[src/rtl/l1_l2_arbiter_if.sv]
// L1 <-> L2 request bus shared by the I-cache and D-cache controllers.
// The slave modport is the arbiter view; master is the view of the L1/L2 side.
interface l1_l2_arbiter_if #(
  parameter int unsigned TAG_W = 21,
  parameter int unsigned IDX_W = 5
) ();
  logic             read_I_L2;
  logic [IDX_W-1:0] index_I_L2;
  logic [TAG_W-1:0] tag_I_L2;
  logic             read_D_L2;
  logic             write_D_L2;
  logic [IDX_W-1:0] index_D_L2;
  logic [TAG_W-1:0] tag_D_L2;
  logic [TAG_W-1:0] write_tag_D_L2;
  logic             ready_L2;
  logic             ready_L2_I;
  logic             ready_L2_D;
  logic             read_L2;
  logic             write_L2;
  logic [IDX_W-1:0] index_L2;
  logic [TAG_W-1:0] tag_L2;
  logic             grant_D;

  modport slave (
    input  read_I_L2, index_I_L2, tag_I_L2,
    input  read_D_L2, write_D_L2, index_D_L2, tag_D_L2, write_tag_D_L2,
    input  ready_L2,
    output ready_L2_I, ready_L2_D, read_L2, write_L2, index_L2, tag_L2, grant_D
  );

  modport master (
    output read_I_L2, index_I_L2, tag_I_L2,
    output read_D_L2, write_D_L2, index_D_L2, tag_D_L2, write_tag_D_L2,
    output ready_L2,
    input  ready_L2_I, ready_L2_D, read_L2, write_L2, index_L2, tag_L2, grant_D
  );
endinterface

[src/rtl/l1_l2_arbiter.sv]
// Arbitrates the single L2 port between I-cache refills and D-cache refills/write-backs.
// Grant is held until the serviced request level drops, so level requests are serviced once.
module l1_l2_arbiter #(
  parameter int unsigned TAG_W = 21,
  parameter int unsigned IDX_W = 5
) (
  input  logic           clk,
  input  logic           nrst,
  l1_l2_arbiter_if.slave bus
);

  typedef enum logic [1:0] {
    StIdle    = 2'b00,
    StBusyI   = 2'b01,
    StBusyD   = 2'b10,
    StRelease = 2'b11
  } state_e;

  state_e state_q, state_d;
  logic   last_d_q, last_d_d;
  logic   op_wr_q, op_wr_d;
  logic   hold_d_q, hold_d_d;

  logic req_i, req_d, grant_to_d, serviced;

  logic [IDX_W-1:0] index_out;
  logic [TAG_W-1:0] tag_out;

  assign req_i = bus.read_I_L2;
  assign req_d = bus.read_D_L2 | bus.write_D_L2;

  // After a write-back, D keeps the port so its allocate read is not split from the eviction.
  assign grant_to_d = req_d & (hold_d_q | ~req_i | ~last_d_q);

  // Only the request that was actually serviced must drop before re-arbitrating.
  assign serviced = last_d_q ? (op_wr_q ? bus.write_D_L2 : bus.read_D_L2) : bus.read_I_L2;

  always_ff @(posedge clk or negedge nrst) begin
    if (!nrst) begin
      state_q  <= StIdle;
      last_d_q <= 1'b0;
      op_wr_q  <= 1'b0;
      hold_d_q <= 1'b0;
    end else begin
      state_q  <= state_d;
      last_d_q <= last_d_d;
      op_wr_q  <= op_wr_d;
      hold_d_q <= hold_d_d;
    end
  end

  always_comb begin
    state_d  = state_q;
    last_d_d = last_d_q;
    op_wr_d  = op_wr_q;
    hold_d_d = hold_d_q;
    unique case (state_q)
      StIdle: begin
        if (req_i | req_d) begin
          if (grant_to_d) begin
            state_d  = StBusyD;
            op_wr_d  = bus.write_D_L2;
            hold_d_d = 1'b0;
          end else begin
            state_d = StBusyI;
          end
        end
      end
      StBusyI: begin
        if (bus.ready_L2) begin
          state_d  = StRelease;
          last_d_d = 1'b0;
        end
      end
      StBusyD: begin
        if (bus.ready_L2) begin
          state_d  = StRelease;
          last_d_d = 1'b1;
          hold_d_d = op_wr_q;
        end
      end
      StRelease: begin
        if (!serviced) state_d = StIdle;
      end
      default: state_d = StIdle;
    endcase
  end

  always_comb begin
    bus.read_L2    = 1'b0;
    bus.write_L2   = 1'b0;
    bus.ready_L2_I = 1'b0;
    bus.ready_L2_D = 1'b0;
    bus.grant_D    = 1'b0;
    index_out      = '0;
    tag_out        = '0;
    unique case (state_q)
      StBusyI: begin
        bus.read_L2    = bus.read_I_L2;
        bus.ready_L2_I = bus.ready_L2;
        index_out      = bus.index_I_L2;
        tag_out        = bus.tag_I_L2;
      end
      StBusyD: begin
        bus.read_L2    = bus.read_D_L2 & ~op_wr_q;
        bus.write_L2   = bus.write_D_L2 & op_wr_q;
        bus.ready_L2_D = bus.ready_L2;
        bus.grant_D    = 1'b1;
        index_out      = bus.index_D_L2;
        tag_out        = op_wr_q ? bus.write_tag_D_L2 : bus.tag_D_L2;
      end
      default: ;
    endcase
    bus.index_L2 = index_out;
    bus.tag_L2   = tag_out;
  end

endmodule
[src/flat_wrapper.sv]
// flat-port wrapper written by rule: the top's interface ports become plain ports
module l1_l2_arbiter_flat 
#(
  parameter int unsigned TAG_W = 21,
  parameter int unsigned IDX_W = 5
)
  (clk, nrst, bus_read_I_L2, bus_index_I_L2, bus_tag_I_L2, bus_read_D_L2, bus_write_D_L2, bus_index_D_L2, bus_tag_D_L2, bus_write_tag_D_L2, bus_ready_L2, bus_ready_L2_I, bus_ready_L2_D, bus_read_L2, bus_write_L2, bus_index_L2, bus_tag_L2, bus_grant_D);
  l1_l2_arbiter_if #(.TAG_W(TAG_W), .IDX_W(IDX_W)) bus_i ();
  input  logic clk;
  input  logic nrst;
  input wire logic [$bits(bus_i.read_I_L2)-1:0] bus_read_I_L2;
  input wire logic [$bits(bus_i.index_I_L2)-1:0] bus_index_I_L2;
  input wire logic [$bits(bus_i.tag_I_L2)-1:0] bus_tag_I_L2;
  input wire logic [$bits(bus_i.read_D_L2)-1:0] bus_read_D_L2;
  input wire logic [$bits(bus_i.write_D_L2)-1:0] bus_write_D_L2;
  input wire logic [$bits(bus_i.index_D_L2)-1:0] bus_index_D_L2;
  input wire logic [$bits(bus_i.tag_D_L2)-1:0] bus_tag_D_L2;
  input wire logic [$bits(bus_i.write_tag_D_L2)-1:0] bus_write_tag_D_L2;
  input wire logic [$bits(bus_i.ready_L2)-1:0] bus_ready_L2;
  output wire logic [$bits(bus_i.ready_L2_I)-1:0] bus_ready_L2_I;
  output wire logic [$bits(bus_i.ready_L2_D)-1:0] bus_ready_L2_D;
  output wire logic [$bits(bus_i.read_L2)-1:0] bus_read_L2;
  output wire logic [$bits(bus_i.write_L2)-1:0] bus_write_L2;
  output wire logic [$bits(bus_i.index_L2)-1:0] bus_index_L2;
  output wire logic [$bits(bus_i.tag_L2)-1:0] bus_tag_L2;
  output wire logic [$bits(bus_i.grant_D)-1:0] bus_grant_D;
  assign bus_i.read_I_L2 = bus_read_I_L2;
  assign bus_i.index_I_L2 = bus_index_I_L2;
  assign bus_i.tag_I_L2 = bus_tag_I_L2;
  assign bus_i.read_D_L2 = bus_read_D_L2;
  assign bus_i.write_D_L2 = bus_write_D_L2;
  assign bus_i.index_D_L2 = bus_index_D_L2;
  assign bus_i.tag_D_L2 = bus_tag_D_L2;
  assign bus_i.write_tag_D_L2 = bus_write_tag_D_L2;
  assign bus_i.ready_L2 = bus_ready_L2;
  assign bus_ready_L2_I = bus_i.ready_L2_I;
  assign bus_ready_L2_D = bus_i.ready_L2_D;
  assign bus_read_L2 = bus_i.read_L2;
  assign bus_write_L2 = bus_i.write_L2;
  assign bus_index_L2 = bus_i.index_L2;
  assign bus_tag_L2 = bus_i.tag_L2;
  assign bus_grant_D = bus_i.grant_D;
  l1_l2_arbiter #(.TAG_W(TAG_W), .IDX_W(IDX_W)) u_core (.clk(clk), .nrst(nrst), .bus(bus_i));
endmodule
[config.mk]
export PLATFORM = sky130hd
export DESIGN_NAME = l1_l2_arbiter_flat
export DESIGN_NICKNAME = d
export VERILOG_FILES = /design/src/rtl/l1_l2_arbiter_if.sv /design/src/rtl/l1_l2_arbiter.sv /design/src/flat_wrapper.sv
export SDC_FILE = /design/constraint.sdc
export NUM_CORES = 1
export LEC_CHECK = 0
export ABC_AREA = 1
export BUFFER_PORTS_ARGS = -buffer_cell sky130_fd_sc_hd__clkbuf_2
export CAP_MARGIN = 15
export CORE_MARGIN = 4
export CORE_UTILIZATION = 37
export DETAILED_ROUTE_END_ITERATION = 8
export PLACE_DENSITY = 0.92
export SLEW_MARGIN = 20
export SYNTH_ARGS = -nofsm -noshare
export SYNTH_HDL_FRONTEND = slang
export SYNTH_SLANG_ARGS = --single-unit
export TNS_END_PERCENT = 10
[constraint.sdc]
create_clock -name clk -period 2.2 [get_ports clk]
set_input_delay 0.33 -clock clk [delete_from_list [all_inputs] [get_ports clk]]
set_output_delay 0.33 -clock clk [all_outputs]
set_load 0.03 [all_outputs]
Word level (Yosys, flattened, before mapping)
Cells that the tools add are included.
{"block": "totals", "ff_bits": 5, "latchBits": 0, "mem_bits_rw": 0, "romBits": 0, "memories": 0}
{"block": "op_classes", "addsub": 0, "mul": 0, "div_mod_pow": 0, "order_cmp": 0, "eq_ne": 9, "shift": 0, "muxes": 22, "n_bitwise": 10, "reduce_logical": 8}
{"operator": "$pmux 21 s2", "count": 1}
{"operator": "$mux 21", "count": 1}
{"operator": "$mux 1", "count": 11}
{"operator": "$pmux 5 s2", "count": 1}
{"operator": "$reduce_and 3->1", "count": 3}
{"operator": "$mux 2", "count": 4}
{"operator": "$ne 2x1->1 const B", "count": 3}
{"operator": "$ne 2x2->1 const B", "count": 3}
{"operator": "$pmux 1 s2", "count": 3}
{"operator": "$pmux 2 s3", "count": 1}
{"operator": "$eq 2x2->1 const B", "count": 2}
{"operator": "$or 1x1->1", "count": 4}
{"operator": "$reduce_and 4->1", "count": 1}
{"operator": "$reduce_bool 2->1", "count": 2}
{"operator": "$and 1x1->1", "count": 3}
{"operator": "$not 1->1", "count": 3}
{"operator": "$eq 2x1->1 const B", "count": 1}
{"operator": "$logic_not 2->1", "count": 1}
{"operator": "$reduce_or 2->1", "count": 1}

Logic depth before layout (Yosys ltp)
{"block": "depth", "depth_word": 7, "mapped_depth": 8, "ltp_nobuf": 8}

Least setup slack after synthesis
OpenSTA, ideal clock, no wires.
{"block": "synth_timing", "kind": "register to output", "startpoint": "register u_core.state_q[0]", "endpoint": "output port bus_tag_L2[10]", "t_arrival_ns": 1.800, "t_required_ns": 1.870, "path_slack_ns": 0.070, "stages_incl_launch_ff": 9, "cell_sequence": "dfrtp_1 inv_1 ha_1 buf_6 inv_4 buf_6 nor2_1 o21ai_1 a21oi_1"}
{"block": "synth_via", "elab_chain_cells": 2, "word_cells_on_any_way": 3}
{"item": "from (decl)", "line": "l1_l2_arbiter.sv:19", "text": "state_e state_q, state_d;"}
{"item": "from (signal assigned)", "line": "l1_l2_arbiter.sv:40", "text": "state_q <= StIdle;"}
{"item": "from (signal assigned)", "line": "l1_l2_arbiter.sv:45", "text": "state_q <= state_d;"}
{"item": "$eq 2x2->1 or $eq 2x1->1 (tied branches)", "line": "l1_l2_arbiter.sv:97", "text": "unique case (state_q)"}
{"item": "$pmux 21 s2 (*)", "line": "l1_l2_arbiter.sv:97"}
{"item": "to (decl)", "line": "flat_wrapper.sv:25", "text": "output wire logic [$bits(bus_i.tag_L2)-1:0] bus_tag_L2;"}
Every way passes the cells marked *; elsewhere a longest branch is shown, timed or not.

Final worst setup path
{"block": "layout_timing", "startpoint": "register u_core.state_q[0]", "endpoint": "output port bus_index_L2[4]"}
{"block": "layout_via", "elab_chain_cells": 2, "word_cells_on_any_way": 3}
{"item": "$eq 2x2->1 or $eq 2x1->1 (tied branches)", "line": "l1_l2_arbiter.sv:97"}
{"item": "$pmux 5 s2 (*)", "line": "l1_l2_arbiter.sv:97"}
{"item": "to (decl)", "line": "flat_wrapper.sv:24", "text": "output wire logic [$bits(bus_i.index_L2)-1:0] bus_index_L2;"}
Marks and branches as above.

==> results.toml <==
[cells_and_area]
nets = 380
diodes = 0
final_cell_mix = "109 x clkbuf_2, 53 x nand2_1, 45 x nor2_1"
area_delta_synth_final_pct = 53.7
final_common_cell = "clkbuf_2"
drive_above_1_share_pct = 40.5

[power]
p_switching_w = 0.00148
combinationalPowerShare_pct = 87.0
power_density_nw_per_um2 = 1470
ir_drop_mv = 1.05
seq_power_share_pct = 8.2
leakagePower_nw = 0.901
switching_share_pct = 65.7
internal_power_w = 0.000775
p_clk_share_pct = 4.8

[timing]
worst_clock_skew_ns = 0.000608
hold_viol_final = 0
worst_pin_slew_ns = 0.456
setup_slack_ns = 0.173
post-route-period-util_pct = 92.2
fmax_ghz = 0.493
final-max-slew-violation-count = 0
maxSlewHeadroom_pct = 69.6
fin_crit_ns = 2.03
tns_ns = 0
timing.final.setup_violations = 0
rsz0062_at_grt = "no"

[synth]
ys_types = 18
syn_area_per_cell_um2 = 5.25
yosysSeqAreaShare_pct = 12.5
yosys_warnings = 0
ys_seq_elements = 5
syn_inst = 191
syn_area_um2 = 1000
syn_nets = 274

[floorplan]
die_width_um = 60.0
dieArea_um2 = 3610
initial_core_util_pct = 39.7
rows = 18
fp.coreArea_um2 = 2520
ios = 110
die_h_um = 60.0

[hold_path]
min_from = "bus_ready_L2"
hold_depth = 3
hold_path_class = "input port to flip-flop"
min_to = "u_core.last_d_q"

[global_route]
overflow = 0
grt_pass1_vias = 1411
grt_pass1_wl_um = 5440
grt_max_degree = 29
grt_usage_pct = 19.2
antenna_found_initial = 0

[detailed_routing]
post_drt_wl_per_cell_um = 11.1
dr.pass1.iters = 4
antenna_left = 0
totalWireLength_um = 3620
drt_iter0_drc = 55
vias_per_cell = 4.81
vias = 1568
drc = 0

[worst_setup_path]
rr_endpoint = "u_core.state_q[0]"
timing.rr.start = "u_core.state_q[0]"
cp-end-kind = "primary output"
path_class = "flip-flop to primary output"
ff2ff_setup_slack_ns = 0.41
reg2regPathDepth = 8
worstPathRequired_ns = 1.87
arrival_ns = 1.70
critPathMaxFanout = 28
cp-start-kind = "flip-flop"

[clock_network]
cts_tree = "built"
cts_root_buffer = "clkbuf_4"
clk_pin_slew_ns = 0.04
clk_path_buf_depth = 2
clock_latency_ns = 0.24
cts_max_level = 1
cts_inserted_buffers = 3
cts_sinks = 5
cts-resized-gates = 0

[run_status]
status = "finished clean"

[placement]
place_worst_setup_slack_ns = 0.418
io_buffers = 109
place_congestion = 0.917
place_hpwl_um = 2930

[run]
cap_violations = 0
-- cells in the mapped netlist --
master / n / area (µm²)
nor2_1: 45 / 169
buf_6: 5 / 56.3
buf_4: 3 / 22.5
clkbuf_8: 1 / 13.8
buf_1: 1 / 3.75
inv_2: 2 / 7.51
dfrtp_1: 5 / 125
o21a_1: 1 / 7.51
nor2_2: 1 / 6.26
a21oi_1: 28 / 140
inv_1: 8 / 30.0
nand2_1: 53 / 199
inv_4: 1 / 6.26
nand3_1: 6 / 30.0
o21ai_0: 4 / 20.0
buf_2: 3 / 15.0
ha_1: 4 / 50.1
o21ai_1: 20 / 100
-- layout make-up --
| type | count | area, µm² |
|---|---|---|
| clock buffer | 4 | 26.3 |
| fill | 269 | 982 |
| inverter | 11 | 43.8 |
| multi-input combinational | 162 | 722 |
| sequential | 5 | 125 |
| tap | 30 | 37.5 |
| timing repair buffer | 114 | 586 |
-- repair_timing --
| item | 4_1_cts | 5_1_grt |
|---|---|---|
| endpoints found under the hold margin | 5 | 0 |
| buffers inserted | 0 | 0 |
| endpoints found under the setup margin | 0 | 0 |
| hold buffers | 1 | 0 |
-- per-stage QoR --
stage / instances / util [%] / power (W) / area [µm²] / hold WS (ns)
after floorplan: 191 / - / 0.00178 / 1000 / 0.0344
after global placement: 321 / 59.6 / 0.00213 / 1500 / 0.160
after detailed placement: 321 / 59.6 / 0.00216 / 1500 / 0.159
after CTS: 326 / 61.1 / 0.00228 / 1540 / 0.369
after global routing: 326 / 61.1 / 0.00248 / 1540 / 0.399
final: 326 / 61.1 / 0.00226 / 1540 / 0.376
-- flip-flops by register name (all words and copies together), names as in the netlist --
signal           count
u_core.last_d_q      1
u_core.state_q       2
u_core.hold_d_q      1
u_core.op_wr_q       1
-- worst max path at each step --
stage / from / to / slack, ns / cells after the start
CTS: u_core.state_q[0] / bus_index_L2[4] / 0.15 / 5
global placement: u_core.state_q[0] / bus_index_L2[4] / 0.44 / 5
finish: u_core.state_q[0] / bus_index_L2[4] / 0.17 / 5
detailed placement: u_core.state_q[0] / bus_index_L2[4] / 0.42 / 5
global route: u_core.state_q[0] / bus_tag_L2[14] / 0.03 / 5
floorplan: u_core.state_q[0] / bus_tag_L2[10] / 0.07 / 8
-- layer usage --
layer	share of wire [%]	track usage, %
met1	39	20.9
met2	49	37.2
met3	12	3.46
met4	0.61	5.38
met5	0	0
-- power groups by stage --
| stage | Clock [W] | Combinational (W) | Sequential [W] |
|---|---|---|---|
| after floorplan | 0 | 0.00162 | 0.000163 |
| after global placement | 0 | 0.00195 | 0.000186 |
| after detailed placement | 0 | 0.00198 | 0.000187 |
| after CTS | 0.000111 | 0.00199 | 0.000186 |
| after global routing | 0.000114 | 0.00218 | 0.000192 |
| final | 0.000108 | 0.00196 | 0.000185 |
-- cell families after synthesis --
logic type,count (synthesis),share of synthesized area (%)
AOI/OAI and AO/OA,53,26.7
and+or+nand+nor,105,40.3
adders and majority gates,4,4.99
DFF,5,12.5
buffers and inverters,24,15.5
-- critical path: stages, from the launching register on --
cell	delay, ns
dfrtp_1	0.39
inv_1	0.08
ha_1	0.32
inv_2	0.36
a21oi_1	0.09
clkbuf_2	0.21
Note: power is estimated with default switching activity, not from simulation.
